<file path="config.mk">
export PLATFORM = sky130hd
export DESIGN_NAME = sorted_matrix_streamer_flat
export DESIGN_NICKNAME = d
export VERILOG_FILES = /design/src/rtl/sorted_matrix_streamer_if.sv /design/src/rtl/sorted_matrix_streamer.sv /design/src/flat_wrapper.sv
export SDC_FILE = /design/constraint.sdc
export NUM_CORES = 1
export LEC_CHECK = 0
export ABC_CLOCK_PERIOD_IN_PS = 6300
export CAP_MARGIN = 5
export CORE_ASPECT_RATIO = 0.9
export CORE_UTILIZATION = 25
export CTS_CLUSTER_DIAMETER = 150
export DETAILED_ROUTE_END_ITERATION = 12
export PLACE_DENSITY = 0.5
export SLEW_MARGIN = 20
export SYNTH_ARGS = -nofsm -noshare
export SYNTH_HDL_FRONTEND = slang
export SYNTH_SLANG_ARGS = --single-unit
</file>
<file path="constraint.sdc">
create_clock -name clk -period 6.3 [get_ports clk]
set_clock_uncertainty 0.15 [all_clocks]
set_input_delay 1.26 -clock clk [delete_from_list [all_inputs] [get_ports clk]]
set_output_delay 1.26 -clock clk [all_outputs]
set_load 0.02 [all_outputs]
</file>
<file path="src/rtl/sorted_matrix_streamer_if.sv">
// Element stream from sorted_matrix_streamer to a serial sink.
// The master drives data, index and last along with valid. The slave drives ready.
interface sorted_matrix_streamer_if #(
    parameter int N     = 8,
    parameter int WIDTH = 8
);
    localparam int IW = $clog2(N*N);

    logic [WIDTH-1:0] out_data;
    logic             out_valid;
    logic             out_ready;
    logic [IW-1:0]    out_index;
    logic             out_last;

    modport master (
        output out_data,
        output out_valid,
        output out_index,
        output out_last,
        input  out_ready
    );

    modport slave (
        input  out_data,
        input  out_valid,
        input  out_index,
        input  out_last,
        output out_ready
    );
endinterface

</file>
<file path="src/rtl/sorted_matrix_streamer.sv">
// sorted_matrix_streamer: captures an N x N matrix on load and streams it one element
// per valid/ready handshake, in row-major order or in snake order.
// Optional feature: define STREAMER_ORDER_CHECK_EN to add the sticky non-decreasing
// order checker. Without the macro, order_error is tied low.
module sorted_matrix_streamer #(
    parameter int N     = 8,
    parameter int WIDTH = 8,
    parameter int SNAKE = 0
) (
    input  logic                   clk,
    input  logic                   reset,
    input  logic                   load,
    input  logic [N*N*WIDTH-1:0]   matrix_in,
    output logic                   busy,
    output logic                   done,
    output logic                   order_error,
    sorted_matrix_streamer_if.master strm
);
    localparam int unsigned IW = $clog2(N*N);
    localparam int unsigned NU = N;
    localparam logic [IW-1:0] LAST_POS = IW'(N*N-1);

    typedef enum logic [1:0] {S_IDLE, S_STREAM, S_DONE} state_t;

    state_t                 state_q, state_d;
    logic [N*N*WIDTH-1:0]   mat_q, mat_d;
    logic [IW-1:0]          pos_q, pos_d;
    logic [WIDTH-1:0]       cur_elem;
    logic                   hs;
    int unsigned            sel_row;
    int unsigned            sel_col;

    // Map stream position to the buffered element; odd rows are mirrored in snake order.
    always_comb begin
        sel_row = 32'(pos_q) / NU;
        sel_col = 32'(pos_q) % NU;
        if (SNAKE != 0 && sel_row[0]) begin
            sel_col = NU - 1 - sel_col;
        end
        cur_elem = mat_q[(sel_row*NU + sel_col)*WIDTH +: WIDTH];
    end

    // Stream outputs are decoded from the registered state and position.
    always_comb begin
        strm.out_valid = (state_q == S_STREAM);
        strm.out_data  = cur_elem;
        strm.out_index = pos_q;
        strm.out_last  = (state_q == S_STREAM) && (pos_q == LAST_POS);
        busy           = (state_q == S_STREAM);
        done           = (state_q == S_DONE);
        hs             = (state_q == S_STREAM) && strm.out_ready;
    end

    // Next-state: capture on load in IDLE, advance on handshake, one DONE cycle.
    always_comb begin
        state_d = state_q;
        mat_d   = mat_q;
        pos_d   = pos_q;
        case (state_q)
            S_IDLE: begin
                if (load) begin
                    mat_d   = matrix_in;
                    pos_d   = '0;
                    state_d = S_STREAM;
                end
            end
            S_STREAM: begin
                if (hs) begin
                    if (pos_q == LAST_POS) begin
                        state_d = S_DONE;
                    end else begin
                        pos_d = pos_q + 1'b1;
                    end
                end
            end
            S_DONE: begin
                state_d = S_IDLE;
            end
            default: begin
                state_d = S_IDLE;
            end
        endcase
    end

    // State, buffer and position registers.
    always_ff @(posedge clk or negedge reset) begin
        if (!reset) begin
            state_q <= S_IDLE;
            mat_q   <= '0;
            pos_q   <= '0;
        end else begin
            state_q <= state_d;
            mat_q   <= mat_d;
            pos_q   <= pos_d;
        end
    end

`ifdef STREAMER_ORDER_CHECK_EN
    logic [WIDTH-1:0] prev_q, prev_d;
    logic             err_q, err_d;

    // Compare each accepted element against the previous one; a new load clears the flag.
    always_comb begin
        prev_d = prev_q;
        err_d  = err_q;
        if (state_q == S_IDLE && load) begin
            err_d = 1'b0;
        end else if (hs) begin
            prev_d = cur_elem;
            if (pos_q != '0 && prev_q > cur_elem) begin
                err_d = 1'b1;
            end
        end
    end

    // Order checker registers.
    always_ff @(posedge clk or negedge reset) begin
        if (!reset) begin
            prev_q <= '0;
            err_q  <= 1'b0;
        end else begin
            prev_q <= prev_d;
            err_q  <= err_d;
        end
    end

    assign order_error = err_q;
`else
    assign order_error = 1'b0;
`endif
endmodule
</file>
<file path="src/flat_wrapper.sv">
// flat-port wrapper written by rule: the top's interface ports become plain ports
module sorted_matrix_streamer_flat 
#(
    parameter int N     = 8,
    parameter int WIDTH = 8,
    parameter int SNAKE = 0
)
  (clk, reset, load, matrix_in, busy, done, order_error, strm_out_data, strm_out_valid, strm_out_index, strm_out_last, strm_out_ready);
  sorted_matrix_streamer_if #(.N(N), .WIDTH(WIDTH)) strm_i ();
  input  logic clk;
  input  logic reset;
  input  logic load;
  input  logic [N*N*WIDTH-1:0] matrix_in;
  output logic busy;
  output logic done;
  output logic order_error;
  output wire logic [$bits(strm_i.out_data)-1:0] strm_out_data;
  output wire logic [$bits(strm_i.out_valid)-1:0] strm_out_valid;
  output wire logic [$bits(strm_i.out_index)-1:0] strm_out_index;
  output wire logic [$bits(strm_i.out_last)-1:0] strm_out_last;
  input wire logic [$bits(strm_i.out_ready)-1:0] strm_out_ready;
  assign strm_out_data = strm_i.out_data;
  assign strm_out_valid = strm_i.out_valid;
  assign strm_out_index = strm_i.out_index;
  assign strm_out_last = strm_i.out_last;
  assign strm_i.out_ready = strm_out_ready;
  sorted_matrix_streamer #(.N(N), .WIDTH(WIDTH), .SNAKE(SNAKE)) u_core (.clk(clk), .reset(reset), .load(load), .matrix_in(matrix_in), .busy(busy), .done(done), .order_error(order_error), .strm(strm_i));
endmodule
</file>
==> Implementation_results.wiki <==
{| class="wikitable"
! Metric !! Value
|-
| Status || finished, final reports clean
|-
| Mapped Cells || 1483
|-
| Post-CTS Hold Fix Bufs || 0
|-
| Mean instance size in the synthesized netlist || 15.80 sq um
|-
| Num rows || 106
|-
| TritonCTS clock tree || built
|-
| Critical path peak fanout || 36
|-
| Height of the die || 292.4 um
|-
| Core Region || 92840 sq um
|-
| Proportion of synthesized flip-flops having asynchronous set or reset || 1.000
|-
| Routed Antenna Nets || 0
|-
| Total global routing track utilization || 0.1681
|-
| Aggregate routed wire length || 80290 um
|-
| Tightest slew margin relative to the limit || 0.2705
|-
| Clock-pin slew on the worst setup and hold paths || 0.06 ns
|-
| Maximum number of pins on one net before global-route repair || 172
|-
| Static leakage || 12.46 nW
|-
| Non-filler cells in the finished layout || 3292
|-
| Global-route wire length before repair || 116300 um
|-
| Die span in x || 324.7 um
|-
| Element type at the critical path end || output port
|-
| Post-placement cell area || roughly 30000 sq um
|-
| Leftover overflow at the end of global routing || 0
|-
| TritonCTS Buffers || 61
|-
| Starting density of the core || 0.2523
|-
| Seq/Total Area, Yosys || 0.5555
|-
| Met2 wire length || 39080 um
|-
| Net Count, Synth || 2000
|-
| Worst Hold Class || reg -> reg
|-
| Max-cap check violation count || 0
|-
| RSZ-0062 raised after global routing || false
|-
| Dpl hpwl || 60520 um
|-
| Fraction of synthesized cell area taken by the top area cell type || 0.5555
|-
| Residual DRC count || 0
|-
| Worst-Skew Late Latency || 0.62 ns
|-
| Worst Setup Start Kind || flop
|-
| # Post-CTS Setup Buffers || 0
|-
| Synth Cell Area || 23430 sq um
|-
| Htree depth || 2
|-
| Data arrival time of the critical path || 4.39 ns
|-
| Clk sink count || 520
|-
| Count of routing violations after the opening detailed-route iteration || 639
|-
| Worst hold slack || 0.3498 ns
|-
| Overall via count from detail_route || 14833
|-
| Register bit count reported by yosys || 520
|-
| Post-synth top area cell || dfrtp_1
|-
| Met3 WL || 5688 um
|-
| Critical path required time || 4.89 ns
|-
| Cells taking the most area after synthesis || dfrtp_1 56%, mux2_2 25%, mux4_2 9.4%
|-
| Tightest Pin Transition || 1.094 ns
|-
| Vias in the first global route || roughly 17000
|-
| Worst VDD drop || 0.0002153 V
|-
| WL met1 || 33400 um
|-
| Power per standard cell area || around 430 nW/um^2
|-
| Crit Path Category || reg -> out
|-
| Ranking of synthesized cells by instance count || 520 x dfrtp_1, 514 x mux2_2, 98 x mux4_2, 89 x mux2i_1, 75 x buf_2
|-
| Num ports || 535
|-
| Final period util || 0.9199
|-
| Synth warnings || 0
|-
| Area growth from synthesis to layout || 37.30%
|-
| Cells resized by post-CTS repair || 0
|-
| Port Buffers || 533
|-
| Flip-flop cell with the highest count after synthesis || dfrtp_1
|-
| Hold Path Stages || 1
|-
| Number of flops mapped to enable cells by yosys || 0
|-
| Worst Reg-to-Reg Cells || 7
|-
| Drt first pass iters || 4
|-
| Dominant cell by count in the synthesized netlist || dfrtp_1
|-
| Total Neg Setup Slack || 0 ns
|-
| Core Util, Final || 0.3465
|-
| Number of antenna violations at the first check in global routing || 22
|-
| Final count of pins violating max slew || 0
|-
| Full die area || 94940 sq um
|-
| Post-Place Cells || ~3200
|-
| Highest Clock Rate || 0.1726 GHz
|-
| CTS Buffer Depth || 3
|-
| Clock root cell || clkbuf_16
|-
| Wire length per cell || between 20 and 25 um
|-
| # setup viols final || 0
|-
| Count of endpoints failing hold in the final timing report || 0
|-
| Distinct cell type count of the synthesized netlist || 39
|-
| Fraction of layout instances using a drive strength above 1 || 0.3641
|-
| Highest metal layer with signal wires || met5
|-
| Final period demand of the worst path || 5.795 ns
|-
| Number of vias per cell after detailed routing || ~4.5
|-
| Number of nets in the finished design || 2508
|-
| Layout Cell Area excl Fill || around 32000 sq um
|-
| Placer Congestion || 0.7955
|}
-- final cells by class --
cell class / instances / area [sq um]
inverter: 3 / 11.26
clock inverter: 22 / 232.7
fill: 9019 / 60670
multi-input combinational: 851 / 9856
clock buffer: 88 / 1821
sequential: 520 / 13030
timing repair buffer: 554 / 5635
antenna: 12 / 30.03
tap: 1242 / 1554
-- path summary, 6_finish.rpt --
path | start | end | slack, ns
hold reg to reg | u_core.mat_q[499] | u_core.mat_q[499] | 0.35
setup / recovery | u_core.strm.out_index[0] | strm_out_data[7] | 0.50
setup reg to reg | u_core.strm.out_index[1] | u_core.strm.out_index[5] | 3.43
min in group asynchronous | reset | u_core.mat_q[288] | 0.48
max in group asynchronous | reset | u_core.mat_q[321] | 4.19
hold / removal | u_core.mat_q[499] | u_core.mat_q[499] | 0.35
-- registers in the layout, summed over array words and instances (netlist names) --
register               flops
u_core.mat_q             512
u_core.state_q             2
u_core.strm.out_index      6
-- critical path, cell delays in order (launching register included) --
cell	delay (ns)
dfrtp_4	0.95
nand3b_1	0.75
o22ai_1	0.36
a211oi_1	0.17
o21ai_0	0.42
and4_1	0.44
clkdlybuf4s50_1	0.67
-- cell usage in the layout, fill, tap and decap left out, types with 12 or more instances in the layout --
cell and instances:
o22ai_1 29, clkdlybuf4s50_1 532, mux2i_1 89, mux4_2 98
dfrtp_1 516, clkbuf_16 63, o21ai_0 26, diode_2 12
clkbuf_8 15, mux2_2 514, a211oi_1 28
-- power breakdown --
| part | switching (mW) | internal, mW |
|---|---|---|
| registers | 0.829 | 4.63 |
| logic | 2.13 | 2.55 |
| clock network | 1.44 | 2.16 |
-- metrics by stage --
stage	worst slack, ns	power, mW
2_1_floorplan	2.831	8.152
3_3_place_gp	0.9405	10.21
3_5_place_dp	0.9288	10.30
4_1_cts	0.2429	13.98
5_1_grt	0.1837	14.50
6_report	0.5047	13.74
-- routing by layer --
metal  GRT usage  up-vias
met4     0.04809       26
met1      0.2090     7720
li1            -     6606
met5           0        -
met3     0.05330      114
met2      0.2789      367
-- logic make-up after synthesis --
family / count (synthesis) / share of synthesized area
AO/OA/AOI/OAI: 99 / 0.02772
XOR/XNOR: 3 / 0.001122
adder cells (fa/ha/maj): 1 / 0.0005340
buffers and inverters: 112 / 0.02419
flip-flops: 520 / 0.5555
multiplexers: 701 / 0.3793
other: 1 / 0.0001601
AND/OR/NAND/NOR: 46 / 0.01148
No activity file was read; power rests on OpenSTA's default activity.
